### src/rtl/frame_stream_reader.sv
// Host-side reader for the serial frame link: detects the frame-ready toggle, drives sck,
// samples one bit per rising edge and emits MSB-first packed bytes with their frame addresses.
module frame_stream_reader #(
    parameter int unsigned FRAME_BITS  = 19200,
    parameter int unsigned SCK_HALF    = 6,
    parameter int unsigned LEAD_CYCLES = 16
) (
    input  logic        clk,
    input  logic        nreset,
    input  logic        frame_ready_in,
    input  logic        data_in,
    output logic        sck_out,
    output logic [7:0]  byte_data,
    output logic        byte_valid,
    output logic [11:0] byte_addr,
    output logic        frame_start,
    output logic        frame_done,
    output logic        busy,
    output logic        overrun
);

    typedef enum logic [1:0] {StIdle, StLead, StLow, StHigh} state_e;

    // LEAD lasts one cycle less than LEAD_CYCLES: the detection cycle counts toward the hold-low time.
    localparam logic [15:0] LeadLoad   = 16'(LEAD_CYCLES - 2);
    localparam logic [15:0] HalfLoad   = 16'(SCK_HALF - 1);
    localparam logic [14:0] FrameBitsW = 15'(FRAME_BITS);
    localparam logic [11:0] LastAddr   = 12'(FRAME_BITS / 8 - 1);

    state_e      state_q, state_d;
    logic [1:0]  fr_sync_q;
    logic [1:0]  dat_sync_q;
    logic        fr_prev_q;
    logic [15:0] cnt_q, cnt_d;
    logic [14:0] bit_cnt_q, bit_cnt_d;
    logic [11:0] byte_cnt_q, byte_cnt_d;
    logic [7:0]  shift_q, shift_d;
    logic [7:0]  byte_data_q;
    logic [11:0] byte_addr_q;
    logic        byte_valid_q;
    logic        frame_done_q;
    logic        overrun_q;

    logic toggle;
    logic sample;
    logic byte_complete;

    assign toggle        = fr_sync_q[1] ^ fr_prev_q;
    assign sample        = (state_q == StHigh) && (cnt_q == 16'd0);
    assign byte_complete = sample && (bit_cnt_q[2:0] == 3'd7);

    always_comb begin
        state_d     = state_q;
        cnt_d       = cnt_q;
        bit_cnt_d   = bit_cnt_q;
        byte_cnt_d  = byte_cnt_q;
        shift_d     = shift_q;
        frame_start = 1'b0;
        case (state_q)
            StIdle: begin
                if (toggle) begin
                    state_d     = StLead;
                    cnt_d       = LeadLoad;
                    bit_cnt_d   = 15'd0;
                    byte_cnt_d  = 12'd0;
                    frame_start = 1'b1;
                end
            end
            StLead: begin
                if (cnt_q == 16'd0) begin
                    state_d = StHigh;
                    cnt_d   = HalfLoad;
                end else begin
                    cnt_d = cnt_q - 16'd1;
                end
            end
            StHigh: begin
                if (cnt_q == 16'd0) begin
                    shift_d   = {shift_q[6:0], dat_sync_q[1]};
                    bit_cnt_d = bit_cnt_q + 15'd1;
                    if (byte_complete) begin
                        byte_cnt_d = byte_cnt_q + 12'd1;
                    end
                    state_d = StLow;
                    cnt_d   = HalfLoad;
                end else begin
                    cnt_d = cnt_q - 16'd1;
                end
            end
            StLow: begin
                if (cnt_q == 16'd0) begin
                    if (bit_cnt_q == FrameBitsW) begin
                        state_d = StIdle;
                    end else begin
                        state_d = StHigh;
                        cnt_d   = HalfLoad;
                    end
                end else begin
                    cnt_d = cnt_q - 16'd1;
                end
            end
            default: state_d = StIdle;
        endcase
    end

    always_ff @(posedge clk or negedge nreset) begin
        if (!nreset) begin
            state_q    <= StIdle;
            fr_sync_q  <= 2'b00;
            dat_sync_q <= 2'b00;
            fr_prev_q  <= 1'b0;
            cnt_q      <= 16'd0;
            bit_cnt_q  <= 15'd0;
            byte_cnt_q <= 12'd0;
            shift_q    <= 8'd0;
        end else begin
            state_q    <= state_d;
            fr_sync_q  <= {fr_sync_q[0], frame_ready_in};
            dat_sync_q <= {dat_sync_q[0], data_in};
            fr_prev_q  <= fr_sync_q[1];
            cnt_q      <= cnt_d;
            bit_cnt_q  <= bit_cnt_d;
            byte_cnt_q <= byte_cnt_d;
            shift_q    <= shift_d;
        end
    end

    always_ff @(posedge clk or negedge nreset) begin
        if (!nreset) begin
            byte_valid_q <= 1'b0;
            byte_data_q  <= 8'd0;
            byte_addr_q  <= 12'd0;
            frame_done_q <= 1'b0;
            overrun_q    <= 1'b0;
        end else begin
            byte_valid_q <= byte_complete;
            if (byte_complete) begin
                byte_data_q <= shift_d;
                byte_addr_q <= byte_cnt_q;
            end
            frame_done_q <= byte_valid_q && (byte_addr_q == LastAddr);
            // A toggle seen in any non-idle state, including the final LOW cycle, is an overrun.
            overrun_q    <= overrun_q | (toggle && (state_q != StIdle));
        end
    end

    assign sck_out    = (state_q == StHigh);
    assign busy       = (state_q != StIdle);
    assign byte_data  = byte_data_q;
    assign byte_valid = byte_valid_q;
    assign byte_addr  = byte_addr_q;
    assign frame_done = frame_done_q;
    assign overrun    = overrun_q;

endmodule

### config.mk
export PLATFORM = sky130hd
export DESIGN_NAME = frame_stream_reader
export DESIGN_NICKNAME = d
export VERILOG_FILES = /design/src/rtl/frame_stream_reader.sv
export SDC_FILE = /design/constraint.sdc
export NUM_CORES = 1
export LEC_CHECK = 0
export CAP_MARGIN = 20
export CORE_ASPECT_RATIO = 1.75
export CORE_MARGIN = 2
export CORE_UTILIZATION = 40
export DETAILED_ROUTE_END_ITERATION = 12
export PLACE_DENSITY = 0.65
export SLEW_MARGIN = 25
export SYNTH_ARGS = -nofsm -noshare
export SYNTH_HDL_FRONTEND = slang
export SYNTH_SLANG_ARGS = --single-unit
### constraint.sdc
create_clock -name clk -period 5 [get_ports clk]
set_input_delay 1.25 -clock clk [delete_from_list [all_inputs] [get_ports clk]]
set_output_delay 1.25 -clock clk [all_outputs]
set_load 0.01 [all_outputs]
==> results of run 1 <==
[flip-flops by register name (all words and copies together) (netlist names)]
register and count:
bit_cnt_q 15, byte_addr 12, byte_cnt_q 12, byte_data 8
byte_valid 1, cnt_q 16, dat_sync_q 2, fr_prev_q 1
fr_sync_q 2, frame_done 1, overrun 1, shift_q 7
state_q 2
[cells by family after synthesis]
logic type                 count (synthesis)
and+or+nand+nor                          221
DFF                                       80
AOI/OAI and AO/OA                         54
buffers and inverters                     30
xor gates and xnor gates                  20
adders and majority gates                  6
muxes                                      2
[worst paths after layout]
path	endpoint	cells past startpoint
max in group asynchronous	cnt_q[12]	1
min	dat_sync_q[1]	0
min in group asynchronous	bit_cnt_q[11]	1
min reg2reg	dat_sync_q[1]	0
max	frame_start	4
max reg2reg	byte_cnt_q[0]	5
[layout make-up]
| type | instances | share of cell area [%] |
|---|---|---|
| flip-flops and latches | 80 | 43.2 |
| multi-input cells | 303 | 38.7 |
| repair buffers | 31 | 6.61 |
| clock buffers | 11 | 5.02 |
| well taps | 122 | 3.29 |
| clock inverters | 5 | 2.24 |
| inverters | 12 | 0.971 |
[per-layer routing]
layer	vias up	track usage, %	share of wire (%)	wire, um
li1	1497	-	-	-
met1	1500	19.9	39	3420
met2	55	33.1	55	4820
met3	16	3.60	2.7	236
met4	0	7.47	2.6	228
met5	-	0	0	0
[through the flow]
stage                     std cells  setup WS (ns)  hold slack (ns)  cell area (um^2)  power, uW
final                           564           1.37            0.349              4640       1830
after global placement          548           1.81            0.336              4300       1080
after global routing            564           1.27            0.357              4640       1930
after detailed placement        548           1.79            0.341              4300       1090
after CTS                       564           1.38            0.354              4630       1840
after floorplan                 413           2.19            0.331              3940       1010
[worst register-to-register path, stage by stage, from the launching register on]
cell and delay [ns]:
dfrtp_1 0.41, or4_4 0.60, nor4_1 0.64, nand4_1 0.87, nand3_1 0.33, o21ai_0 0.11
[cells in the final DEF, fill, tap and decap left out, types with 3 or more instances in the layout]
cell type	count
bufinv_16	3
o21ai_0	13
nor4_4	3
nor2_1	20
nand3_1	14
and2_1	4
clkdlybuf4s50_1	28
or2_2	3
nor2_2	7
o211ai_1	3
nor4_2	6
o31ai_1	6
ha_1	6
or4_1	9
and4_1	3
or3_1	9
clkbuf_16	9
nand2_1	101
nor3_1	7
inv_1	12
nor4_1	6
xor2_1	4
xnor2_1	16
dfrtp_1	80
a21oi_1	19
nand4_1	12
[power by group through the flow]
stage / Clock, uW / Combinational, uW / Sequential, uW
finish: 741 / 294 / 794
global route: 794 / 328 / 806
CTS: 756 / 294 / 793
detailed placement: 0 / 291 / 804
global placement: 0 / 285 / 800
floorplan: 0 / 233 / 778
==> run metrics, run 1 <==
Adder-Cell Fraction of Synth Area under 10%; WP buf/inv 2; ranking of synthesized cells by area dfrtp_1 (51%), nand2_1 (9.6%), xnor2_1 (3.6%); register area roughly 2000 um^2; mux contribution to synthesized area 0.508%; Setup violations, final 0; post-cts sizing count 0; Lkg Pwr 0.00205 uW; Yosys cell types 51; Combinational Power Share 16.1%; Die Y 135 um; Slew @ Worst Pin approximately 0.92 ns; hold crit path type reg -> reg; delay-heaviest family, CP buffers and inverters; CP startpoint fr_prev_q; grt ovf 0; largest net degree at the start of global routing 81; HP Start dat_sync_q[0]; Synth Register Bits 80; hold buffer count at cts 0; Avg Inst Size Synth 9.54 um^2; # rows 47; WS Path Type reg -> out; register area share after synthesis 50.8%; htree depth 3; Syn Nets 423; PD cells 395 nW/um^2; Nets 447; Sw Pwr 511 uW; cts bufs inserted 9; clock skew roughly 0.0043 ns; most common flop cell mapped by yosys dfrtp_1; Max Slew Vio Count 0; vias in the first global route between 3,000 and 4,000; post-synthesis compound-gate area fraction 8.42%; clock latency at the later pin of the worst-skew pair 0.33 ns; Final Cycle Share roughly 73%; cells along the critical path xnor2_1 -> nand2b_1 -> inv_1 -> clkdlybuf4s50_1; antenna violations before repair 0; CTS tree done; Sink Count 80; via count 3,068; Post-route DRC 0; DR iter-0 viols between 150 and 200; minimum clock period 3.63 ns; Post-CTS Setup Inserts 0; Final Hold Viols 0; Multi-input gate area 1800 um^2; part of the power in registers 43.4%; Core ar. 9530 um^2; CTS root buf clkbuf_16; Die W 79.0 um; status complete, no violations; number of flops mapped to enable cells by yosys 0; Post-synth ARST share 100%; R2R Path Start cnt_q[4]; RSZ-0062 raised after global routing no; VDD IR max 270 uV; Synth area leader dfrtp_1; Crit-path slowest cell xnor2_1; area grow syn2layout 17.8%; GPL Wtd Cong 0.915; die area ~11,000 um^2; Ports 30; Simple-Gate Fraction of Synth Area just over 30%; drt wl/cell 15.4 um; initial cell density of the core about two fifths; clock share of power 40.5%; Synth Area in XOR/XNOR under 10%; total of max-cap violations 0; PortBufs 29; Detailed Route WL 8.71 mm; CP arrival 2.38 ns; post-route ant nets 0; fraction of layout cells with a size suffix above 1 9.50%; Post-synth top cells nand2_1 (101), dfrtp_1 (80), nor2_1 (20); gr usage total 18.0%; TNS Setup 0 ns; Core Util, Final 48.7%; Max clock buf depth 2; CTS clock-pin slew for the worst setup and hold paths approximately 0.060 ns; Critical Path RT around 3.8 ns; r2r setup slk 1.89 ns; fill count ~900; largest family of logic cells by synthesized area simple AND/OR/NAND/NOR gates; first-pass GRT wire length 15.1 mm; post-synth design cell area 3940 um^2; Worst Setup Start Kind flip-flop; Ys Warns 0; Antenna Cells 0; CP max FO 10; top cell type's share of synthesized area roughly 51%; CP Capture Type primary output; Achievable Freq between 200 and 300 MHz; cells after synthesis 413; DP Wirelength 6.09 mm; Vias/cell between 5 and 6; internal power 1320 uW; sw frac about 28%; headroom to the max-slew limit around two fifths; Max stage delay on crit path 0.56 ns; most common cell in the netlist nand2_1; DRT Pass-1 Iters 4
(Power assumes the default switching activity.)
==> run 2: changes to the inputs <==
Clock period 5 ns to 3.5 ns, I/O delays scaled along.
==> run metrics, run 2 (synthesized netlist as in run 1, its figures left out) <==
CTS clock-pin slew for the worst setup and hold paths 0.06 ns (about the same); Max stage delay on crit path 0.53 ns (-0.03 ns); Max Slew Vio Count 0 (unchanged); htree depth 3 (unchanged); post-route ant nets 0 (unchanged); Critical Path RT 2.62 ns (-1.13 ns); TNS Setup 0 ns (unchanged); Final Hold Viols 0 (unchanged); Core ar. 9530 um^2 (unchanged); met1 usage 20.1% (+0.24 points); Largest register FFs 16 (unchanged); CP max FO 9 (-1); CP Capture Type primary output; Post-route DRC 0 (unchanged); PortBufs 29 (unchanged); biggest regs cnt_q: 16 flops, bit_cnt_q: 15 flops; Final Cycle Share between 80% and 90%; GPL Wtd Cong 0.882 (-3.7%); Worst Setup Start Kind flip-flop; Combinational Power Share 16.1% (about the same); # rows 47 (unchanged); drt wl/cell 15.5 um (+0.27%); Setup violations, final 0 (unchanged); Max clock buf depth 2 (unchanged); via count 3,069 (+0.033%); area grow syn2layout 18.8%; Core Util, Final 49.1% (+0.42 points); Sink Count 80 (unchanged); Crit-path slowest cell clkdlybuf4s50_1; first-pass GRT wire length 14.9 mm (-1.4%); most frequent cells in the layout nand2_1 (101), dfrtp_1 (80), clkdlybuf4s50_1 (28); CP arrival 2.18 ns (-0.20 ns); largest net degree at the start of global routing 81 (unchanged); commonest non-fill, non-tap cell in the layout nand2_1; Vias/cell 5.38 (-1.0%); minimum clock period 3.05 ns; headroom to the max-slew limit 51.6% (+13 points); sw frac 28.5% (+0.60 points); M3 GR Usage 3.33% (-0.27 points); clock latency at the later pin of the worst-skew pair 0.33 ns (about the same); clock skew 0.00641 ns (+0.00215 ns); gr usage total 17.8% (-0.19 points); DR iter-0 viols 195 (-1.0%); total design power 2590 uW (+42%); hold crit path type reg -> reg; Antenna Cells 0 (unchanged); Post-CTS Setup Inserts 0 (unchanged); GRT busiest layer met2; grt ovf 0 (unchanged); CTS root buf clkbuf_16; Achievable Freq about 330 MHz; RSZ-0062 raised after global routing no; Sw Pwr 738 uW (+45%); cells along the critical path nor2_1 -> nand2b_1 -> inv_1 -> clkdlybuf4s50_1; Slew @ Worst Pin 0.726 ns (-0.198 ns); antenna violations before repair 0 (unchanged); pre-CTS setup slack 0.746 ns (-1.04 ns); Detailed Route WL 8.83 mm (+1.3%); CTS tree done; R2R depth 7 (+2); Lkg Pwr 0.00208 uW (+1.4%); setup ws final 0.450 ns (-0.922 ns); Ports 30 (unchanged); initial cell density of the core 41.3% (unchanged); DRT Pass-1 Iters 4 (unchanged); clock share of power 39.8% (-0.7 points); part of the power in registers 44.1% (+0.7 points); WS Path Type reg -> out; VDD IR max 312 uV (+16%); die area 10,700 um^2 (unchanged); fraction of layout cells with a size suffix above 1 11.2% (+1.7 points); met2 global-route usage 32.0% (-1.2 points); total of max-cap violations 0 (unchanged); status complete, no violations; Die Y 135 um (unchanged); Die W 79.0 um (unchanged); cts bufs inserted 9 (unchanged); post-cts sizing count 0 (unchanged); hold buffer count at cts 0 (unchanged); worst hold path depth 0 (unchanged); Nets 453 (+1.3%); PD cells 554 nW/um^2 (+40%); internal power 1850 uW (+40%); most flop-heavy register cnt_q; vias in the first global route 3,090 (-1.8%); DP Wirelength 6.17 mm (+1.3%)
[run 2: cell types whose count changed in the layout (fill, tap and decap cells not counted)]
cell	delta
clkbuf_8	+2
clkinv_4	+1
clkbuf_1	-2
inv_6	-1
buf_4	+6
bufinv_16	-1
clkinv_2	+1
[run 2: critical path: cells and delay by family, from the launching register on]
| kind | cells | cell delay (ns) |
|---|---|---|
| buffers and inverters | 2 | 0.64 |
| flip-flops | 1 | 0.47 |
| AND/OR/NAND/NOR | 2 | 0.72 |
[run 2: final cells by class]
type	count	area, um^2
sequential	80	2000
tap	122	153
inverter	12	45.0
clock buffer	11	253
clock inverter	5	78.8
fill	911	4850
timing repair buffer	37	352
multi-input combinational	303	1800
[run 2: power by group through the flow]
stage	logic, uW	clock network [uW]	registers, uW
floorplan	333	0	1110
global placement	403	0	1150
detailed placement	416	0	1150
CTS	418	1050	1140
global route	467	1090	1160
finish	417	1030	1140
[run 2: worst paths after layout]
kind	start	to	slack, ns
hold reg to reg	dat_sync_q[0]	dat_sync_q[1]	0.35
setup reg to reg	cnt_q[0]	cnt_q[13]	0.71
min in group asynchronous	nreset	byte_cnt_q[7]	0.57
max in group asynchronous	nreset	bit_cnt_q[0]	2.42
setup / recovery	state_q[1]	frame_start	0.45
hold / removal	dat_sync_q[0]	dat_sync_q[1]	0.35
[run 2: layer usage]
metal | vias up | wire [um]
met4 | 0 | 257
met3 | 19 | 228
met5 | - | 0
met1 | 1482 | 3520
met2 | 60 | 4820
li1 | 1508 | -
[run 2: per-stage QoR]
step | area (um^2) | std cells | hold WS (ns)
after detailed placement | 4340 | 554 | 0.335
after floorplan | 3940 | 413 | 0.331
after global routing | 4680 | 570 | 0.353
final | 4680 | 570 | 0.348
after global placement | 4340 | 554 | 0.336
after CTS | 4670 | 570 | 0.349
